--- config.mk ---
export PLATFORM = sky130hd
export DESIGN_NAME = cam_pipe_flat
export DESIGN_NICKNAME = d
export VERILOG_FILES = /design/src/rtl/cam_pipe_if.sv /design/src/rtl/cam_pipe.sv /design/src/flat_wrapper.sv
export SDC_FILE = /design/constraint.sdc
export NUM_CORES = 2
export LEC_CHECK = 0
export CAP_MARGIN = 20
export CORE_MARGIN = 1
export CORE_UTILIZATION = 69
export CTS_BUF_LIST = sky130_fd_sc_hd__clkbuf_8
export CTS_CLUSTER_DIAMETER = 150
export DETAILED_ROUTE_END_ITERATION = 10
export PLACE_DENSITY_LB_ADDON = 0.25
export SLEW_MARGIN = 20
export SYNTH_ARGS = -nofsm -noshare
export SYNTH_HDL_FRONTEND = slang
export SYNTH_SLANG_ARGS = --single-unit
--- constraint.sdc ---
create_clock -name clk -period 10.95 [get_ports clk]
set_input_delay 1.6425 -clock clk [delete_from_list [all_inputs] [get_ports clk]]
set_output_delay 1.6425 -clock clk [all_outputs]
set_load 0.01 [all_outputs]
--- src/rtl/cam_pipe_if.sv ---
// cam_pipe_if: update, search-request and result bundle for cam_pipe
// master drives updates, search requests and result_ready_i; slave is the CAM.
interface cam_pipe_if #(
    parameter int DATA_WIDTH = 32,
    parameter int ADDR_WIDTH = 5
);
    logic                  write_i;
    logic [ADDR_WIDTH-1:0] write_index_i;
    logic [DATA_WIDTH-1:0] write_data_i;
    logic                  inval_i;
    logic [ADDR_WIDTH-1:0] inval_index_i;
    logic                  flush_i;
    logic                  search_valid_i;
    logic                  search_ready_o;
    logic [DATA_WIDTH-1:0] search_data_i;
    logic [DATA_WIDTH-1:0] search_mask_i;
    logic [ADDR_WIDTH-1:0] start_i;
    logic [ADDR_WIDTH-1:0] end_i;
    logic                  result_valid_o;
    logic                  result_ready_i;
    logic                  result_hit_o;
    logic [ADDR_WIDTH-1:0] result_index_o;
    logic                  result_multi_o;

    modport master (
        output write_i, write_index_i, write_data_i, inval_i, inval_index_i, flush_i,
        output search_valid_i, search_data_i, search_mask_i, start_i, end_i, result_ready_i,
        input  search_ready_o, result_valid_o, result_hit_o, result_index_o, result_multi_o
    );

    modport slave (
        input  write_i, write_index_i, write_data_i, inval_i, inval_index_i, flush_i,
        input  search_valid_i, search_data_i, search_mask_i, start_i, end_i, result_ready_i,
        output search_ready_o, result_valid_o, result_hit_o, result_index_o, result_multi_o
    );
endinterface

--- src/rtl/cam_pipe.sv ---
// cam_pipe: ternary CAM with valid bits and a 2-stage windowed search pipeline
// clk, rst (async active-low); bus carries writes/inval/flush, the search
// request (valid/ready, key, mask, start/end window) and the result
// (valid/ready, hit, first index in window order, multi).
module cam_pipe #(
    parameter int DATA_WIDTH = 32,
    parameter int CAM_DEPTH  = 32,
    parameter int ADDR_WIDTH = 5
) (
    input logic     clk,
    input logic     rst,
    cam_pipe_if.slave bus
);
    logic [DATA_WIDTH-1:0] mem [CAM_DEPTH];
    logic [CAM_DEPTH-1:0]  valid, match, s1_match, win, hi;
    logic [ADDR_WIDTH-1:0] s1_start, s1_end, first_idx, r_index;
    logic                  s1_valid, s2_valid, adv1, adv2, w_ok, i_ok, any_hi;
    logic                  r_hit, r_multi;

    assign adv2 = !s2_valid || bus.result_ready_i;
    assign adv1 = !s1_valid || adv2;
    assign w_ok = 32'(bus.write_index_i) < CAM_DEPTH;
    assign i_ok = 32'(bus.inval_index_i) < CAM_DEPTH;

    // Match against pre-edge contents: same-edge updates never leak into the search.
    always_comb begin
        match = '0;
        for (int e = 0; e < CAM_DEPTH; e++)
            match[e] = valid[e] && &((mem[e] ~^ bus.search_data_i) | ~bus.search_mask_i);
    end

    // hi holds window hits at or above start; in wrap mode those outrank 0..end,
    // and in linear mode every window hit is already in hi.
    always_comb begin
        win = '0;
        hi  = '0;
        for (int e = 0; e < CAM_DEPTH; e++) begin
            win[e] = s1_match[e] && ((s1_start <= s1_end)
                   ? (ADDR_WIDTH'(e) >= s1_start && ADDR_WIDTH'(e) <= s1_end)
                   : (ADDR_WIDTH'(e) >= s1_start || ADDR_WIDTH'(e) <= s1_end));
            hi[e]  = win[e] && ADDR_WIDTH'(e) >= s1_start;
        end
    end

    assign any_hi = |hi;

    always_comb begin
        first_idx = '0;
        for (int e = CAM_DEPTH - 1; e >= 0; e--)
            if (any_hi ? hi[e] : win[e]) first_idx = ADDR_WIDTH'(e);
    end

    always_ff @(posedge clk)
        if (bus.write_i && w_ok) mem[bus.write_index_i] <= bus.write_data_i;

    // Later statements win: inval overrides write, flush overrides both.
    always_ff @(posedge clk or negedge rst) begin
        if (!rst) begin
            valid <= '0;
        end else if (bus.flush_i) begin
            valid <= '0;
        end else begin
            if (bus.write_i && w_ok) valid[bus.write_index_i] <= 1'b1;
            if (bus.inval_i && i_ok) valid[bus.inval_index_i] <= 1'b0;
        end
    end

    always_ff @(posedge clk or negedge rst) begin
        if (!rst) begin
            s1_valid <= 1'b0;
            s1_match <= '0;
            s1_start <= '0;
            s1_end   <= '0;
            s2_valid <= 1'b0;
            r_hit    <= 1'b0;
            r_index  <= '0;
            r_multi  <= 1'b0;
        end else begin
            if (adv1) begin
                s1_valid <= bus.search_valid_i;
                if (bus.search_valid_i) begin
                    s1_match <= match;
                    s1_start <= bus.start_i;
                    s1_end   <= bus.end_i;
                end
            end
            if (adv2) begin
                s2_valid <= s1_valid;
                if (s1_valid) begin
                    r_hit   <= |win;
                    r_index <= first_idx;
                    r_multi <= |(win & (win - CAM_DEPTH'(1)));
                end
            end
        end
    end

    assign bus.search_ready_o = adv1;
    assign bus.result_valid_o = s2_valid;
    assign bus.result_hit_o   = r_hit;
    assign bus.result_index_o = r_index;
    assign bus.result_multi_o = r_multi;
endmodule

--- src/flat_wrapper.sv ---
// flat-port wrapper written by rule: the top's interface ports become plain ports
module cam_pipe_flat 
#(
    parameter int DATA_WIDTH = 32,
    parameter int CAM_DEPTH  = 32,
    parameter int ADDR_WIDTH = 5
)
  (clk, rst, bus_write_i, bus_write_index_i, bus_write_data_i, bus_inval_i, bus_inval_index_i, bus_flush_i, bus_search_valid_i, bus_search_data_i, bus_search_mask_i, bus_start_i, bus_end_i, bus_result_ready_i, bus_search_ready_o, bus_result_valid_o, bus_result_hit_o, bus_result_index_o, bus_result_multi_o);
  cam_pipe_if #(.DATA_WIDTH(DATA_WIDTH), .ADDR_WIDTH(ADDR_WIDTH)) bus_i ();
  input logic clk;
  input logic rst;
  input wire logic [$bits(bus_i.write_i)-1:0] bus_write_i;
  input wire logic [$bits(bus_i.write_index_i)-1:0] bus_write_index_i;
  input wire logic [$bits(bus_i.write_data_i)-1:0] bus_write_data_i;
  input wire logic [$bits(bus_i.inval_i)-1:0] bus_inval_i;
  input wire logic [$bits(bus_i.inval_index_i)-1:0] bus_inval_index_i;
  input wire logic [$bits(bus_i.flush_i)-1:0] bus_flush_i;
  input wire logic [$bits(bus_i.search_valid_i)-1:0] bus_search_valid_i;
  input wire logic [$bits(bus_i.search_data_i)-1:0] bus_search_data_i;
  input wire logic [$bits(bus_i.search_mask_i)-1:0] bus_search_mask_i;
  input wire logic [$bits(bus_i.start_i)-1:0] bus_start_i;
  input wire logic [$bits(bus_i.end_i)-1:0] bus_end_i;
  input wire logic [$bits(bus_i.result_ready_i)-1:0] bus_result_ready_i;
  output wire logic [$bits(bus_i.search_ready_o)-1:0] bus_search_ready_o;
  output wire logic [$bits(bus_i.result_valid_o)-1:0] bus_result_valid_o;
  output wire logic [$bits(bus_i.result_hit_o)-1:0] bus_result_hit_o;
  output wire logic [$bits(bus_i.result_index_o)-1:0] bus_result_index_o;
  output wire logic [$bits(bus_i.result_multi_o)-1:0] bus_result_multi_o;
  assign bus_i.write_i = bus_write_i;
  assign bus_i.write_index_i = bus_write_index_i;
  assign bus_i.write_data_i = bus_write_data_i;
  assign bus_i.inval_i = bus_inval_i;
  assign bus_i.inval_index_i = bus_inval_index_i;
  assign bus_i.flush_i = bus_flush_i;
  assign bus_i.search_valid_i = bus_search_valid_i;
  assign bus_i.search_data_i = bus_search_data_i;
  assign bus_i.search_mask_i = bus_search_mask_i;
  assign bus_i.start_i = bus_start_i;
  assign bus_i.end_i = bus_end_i;
  assign bus_i.result_ready_i = bus_result_ready_i;
  assign bus_search_ready_o = bus_i.search_ready_o;
  assign bus_result_valid_o = bus_i.result_valid_o;
  assign bus_result_hit_o = bus_i.result_hit_o;
  assign bus_result_index_o = bus_i.result_index_o;
  assign bus_result_multi_o = bus_i.result_multi_o;
  cam_pipe #(.DATA_WIDTH(DATA_WIDTH), .CAM_DEPTH(CAM_DEPTH), .ADDR_WIDTH(ADDR_WIDTH)) u_core (.clk(clk), .rst(rst), .bus(bus_i));
endmodule
==> flow_metrics.env <==
export IMPL_setup_violations=0
export IMPL_cts_clk_slew_worst_paths_ps=70
export IMPL_path_class="reg -> reg"
export IMPL_drive_gt1_frac=0.110
export IMPL_seq_power_share=0.510
export IMPL_synthTopCellsByArea="edfxtp_1 (59%), xor2_1 (17%), a22oi_1 (4.7%)"
export IMPL_r2r_end="u_core.bus.result_index_o[3]$_DFFE_PN0P_"
export IMPL_start_util=0.699
export IMPL_wl_per_cell_um=40.1
export IMPL_ys_flop_type="edfxtp_1"
export IMPL_drc=6
export IMPL_r2r_start="u_core.s1_end[4]$_DFFE_PN0P_"
export IMPL_cts_sinks=1107
export IMPL_drt_iter0_drc=8159
export IMPL_end_kind="register"
export IMPL_wl_um=203000
export IMPL_die_x_um=277
export IMPL_ys_seq_elements=1107
export IMPL_placed_area_mm2=0.0543
export IMPL_dieArea_mm2=0.0767
export IMPL_combPwrFrac=0.121
export IMPL_cp_required_ps=11750
export IMPL_p_leak_nw=20.9
export IMPL_hold_violations=0
export IMPL_relSlewSlack=0.156
export IMPL_rsz0062_at_grt="false"
export IMPL_ys_async_sr_fraction=0.0750
export IMPL_hold_end="u_core.bus.result_valid_o$_DFFE_PN0P_"
export IMPL_routed_via_density=7.88
export IMPL_tightest_slew_ps=1250
export IMPL_fin_skew_ps=111
export IMPL_rows=100
export IMPL_grt_usage=0.511
export IMPL_slew_viol_final=0
export IMPL_violations="design-rule violations"
export IMPL_intPower_mw=6.59
export IMPL_hp_class="reg -> reg"
export IMPL_irDropWorstVdd_uv=133
export IMPL_min_path_cells=1
export IMPL_min_period_ps=5770
export IMPL_synth_cell_type_count=83
export IMPL_grt_pass1_vias=38900
export IMPL_setup_tns_ps=0
export IMPL_clock_power_share=0.368
export IMPL_antenna_found_initial=25
export IMPL_cts_root_buffer="clkbuf_8"
export IMPL_syn_inst=3820
export IMPL_cp_arrival_ps=6570
export IMPL_cts_resized=0
export IMPL_ys_warn_count=0
export IMPL_syn_nets=3948
export IMPL_dr_pass1_iters=11
export IMPL_grt_pass1_wl_um=274000
export IMPL_hold_start="u_core.s1_valid$_DFFE_PN0N_"
export IMPL_ys_seq_area_frac=0.629
export IMPL_numPortBuffers=131
export IMPL_reg2reg_depth=13
export IMPL_nets=4078
export IMPL_p_per_area_mw_per_mm2=161
export IMPL_cts_hold_buf=0
export IMPL_synth_top_area_share=0.590
export IMPL_cts_tree="built"
export IMPL_synth_edf_count=1024
export IMPL_dp_hpwl_um=113000
export IMPL_start_kind="register"
export IMPL_p_sw_frac=0.288
export IMPL_max_freq_mhz=173
export IMPL_worst_r2r_setup_slack_ps=5180
export IMPL_gp_congestion=0.994
export IMPL_cts_max_level=4
export IMPL_fin_crit_sh=0.527
export IMPL_vias=39900
export IMPL_switchingPower_mw=2.67
export IMPL_io_pins=132
export IMPL_fin_area_mm2=0.0577
export IMPL_clk_path_buf_depth=3
export IMPL_drv_cap=0
export IMPL_outcome="finished, violations left"
export IMPL_synth_top_area_cell="edfxtp_1"
export IMPL_syn_to_final_growth_pct=10.6
export IMPL_dieHeight_um=277
export IMPL_cts_made_buffers=169
export IMPL_core_mm2=0.0746
export IMPL_synth_cell_area_mm2=0.0522
export IMPL_clk_latency_ps=940
export IMPL_synth_common_cells="edfxtp_1 (1024), xor2_1 (1024), a22oi_1 (324), clkbuf_1 (175), nand2_1 (142)"
export IMPL_drtAntennaViolNets=0
export IMPL_grt_max_degree=68
export IMPL_postCtsSetupBuffers=0
export IMPL_syn_area_per_cell_um2=13.7
export IMPL_path_max_fanout=36
export IMPL_grt_ovfl_total=0
export IMPL_whs_ps=510
-- stage by stage --
stage	std cells	setup slack, ps	power, mW	utilization
floorplan	3820	6790	5.37	-
global route	5057	4780	9.37	0.773
finish	5067	5180	9.26	0.774
global placement	4740	5480	5.79	0.728
CTS	5046	5350	9.06	0.770
detailed placement	4740	5370	5.82	0.728
-- state kept, by name, summed over array words and instances, names as in the netlist --
| register | flops |
|---|---|
| u_core.s1_match | 32 |
| u_core.bus.result_multi_o | 1 |
| u_core.valid | 32 |
| u_core.s1_valid | 1 |
| u_core.s1_end | 5 |
| u_core.mem | 1024 |
| u_core.bus.result_hit_o | 1 |
| u_core.s1_start | 5 |
| u_core.bus.result_index_o | 5 |
| u_core.bus.result_valid_o | 1 |
-- power by group through the flow --
stage                     logic [mW]  registers (mW)  clock network, mW
after floorplan                0.586            4.79                  0
after global placement         0.989            4.81                  0
after detailed placement        1.01            4.81                  0
after CTS                       1.04            4.72               3.30
after global routing            1.12            4.73               3.52
final                           1.12            4.73               3.41
-- kinds of logic after synthesis --
logic type                 Yosys count  synth area share
DFF                               1107             0.629
AOI/OAI and AO/OA                  813             0.117
xor gates and xnor gates          1024             0.172
and+or+nand+nor                    561            0.0556
adders and majority gates           11           0.00235
buffers and inverters              294            0.0215
muxes                               10           0.00216
-- metal layers --
layer	vias to the layer above	share of wire	global-route usage
li1	14700	-	-
met1	18800	0.30	0.603
met2	4836	0.42	0.736
met3	1520	0.18	0.218
met4	24	0.099	0.406
met5	-	0.00085	0
-- cell type report --
class                   instances  area [µm²]
multi-input cells            2419       18500
clock buffers                 177        2440
clock inverters               129         757
fillers                      3766       16900
inverters                      20        75.1
diodes                         13        32.5
flip-flops and latches       1107       32800
repair buffers                233        1890
well taps                     969        1210
-- worst max-delay path, cell delays in order, from the launching register on --
cell	delay [ps]
dfrtp_1	910
clkinv_1	460
ha_1	460
nand4_1	220
nor2_1	660
nor2_4	340
a31oi_1	390
a41oi_1	140
nor3_2	750
nand2_2	380
o21ai_2	280
nor3_1	90
o41ai_1	420
a22o_1	190
-- layout by cell type, fill, tap and decap left out, types with 43 or more instances in the layout --
cell type        count
dfrtp_1             83
nor2_1              91
xor2_1            1024
a22o_1              68
a221oi_1           100
inv_1               73
clkbuf_8           177
nand4_1            134
clkdlybuf4s50_1     65
a211oi_1            43
a21oi_1             48
buf_4               95
buf_2               65
nand2_1            141
edfxtp_1          1024
o21ai_0             62
a22oi_1            324
clkinv_1            43
-- worst max path at each step --
stage | endpoint | start | depth (start not counted) | slack (ps)
finish | u_core.bus.result_index_o[3]$_DFFE_PN0P_ | u_core.s1_end[4]$_DFFE_PN0P_ | 13 | 5180
global route | u_core.bus.result_index_o[1]$_DFFE_PN0P_ | u_core.s1_end[4]$_DFFE_PN0P_ | 13 | 4780
CTS | u_core.bus.result_index_o[3]$_DFFE_PN0P_ | u_core.s1_end[4]$_DFFE_PN0P_ | 13 | 5350
detailed placement | u_core.bus.result_index_o[3]$_DFFE_PN0P_ | u_core.s1_end[4]$_DFFE_PN0P_ | 13 | 5370
global placement | u_core.bus.result_index_o[3]$_DFFE_PN0P_ | u_core.s1_end[4]$_DFFE_PN0P_ | 13 | 5480
floorplan | u_core.bus.result_index_o[4]$_DFFE_PN0P_ | u_core.s1_end[2]$_DFFE_PN0P_ | 16 | 6790
(Power assumes the default switching activity.)
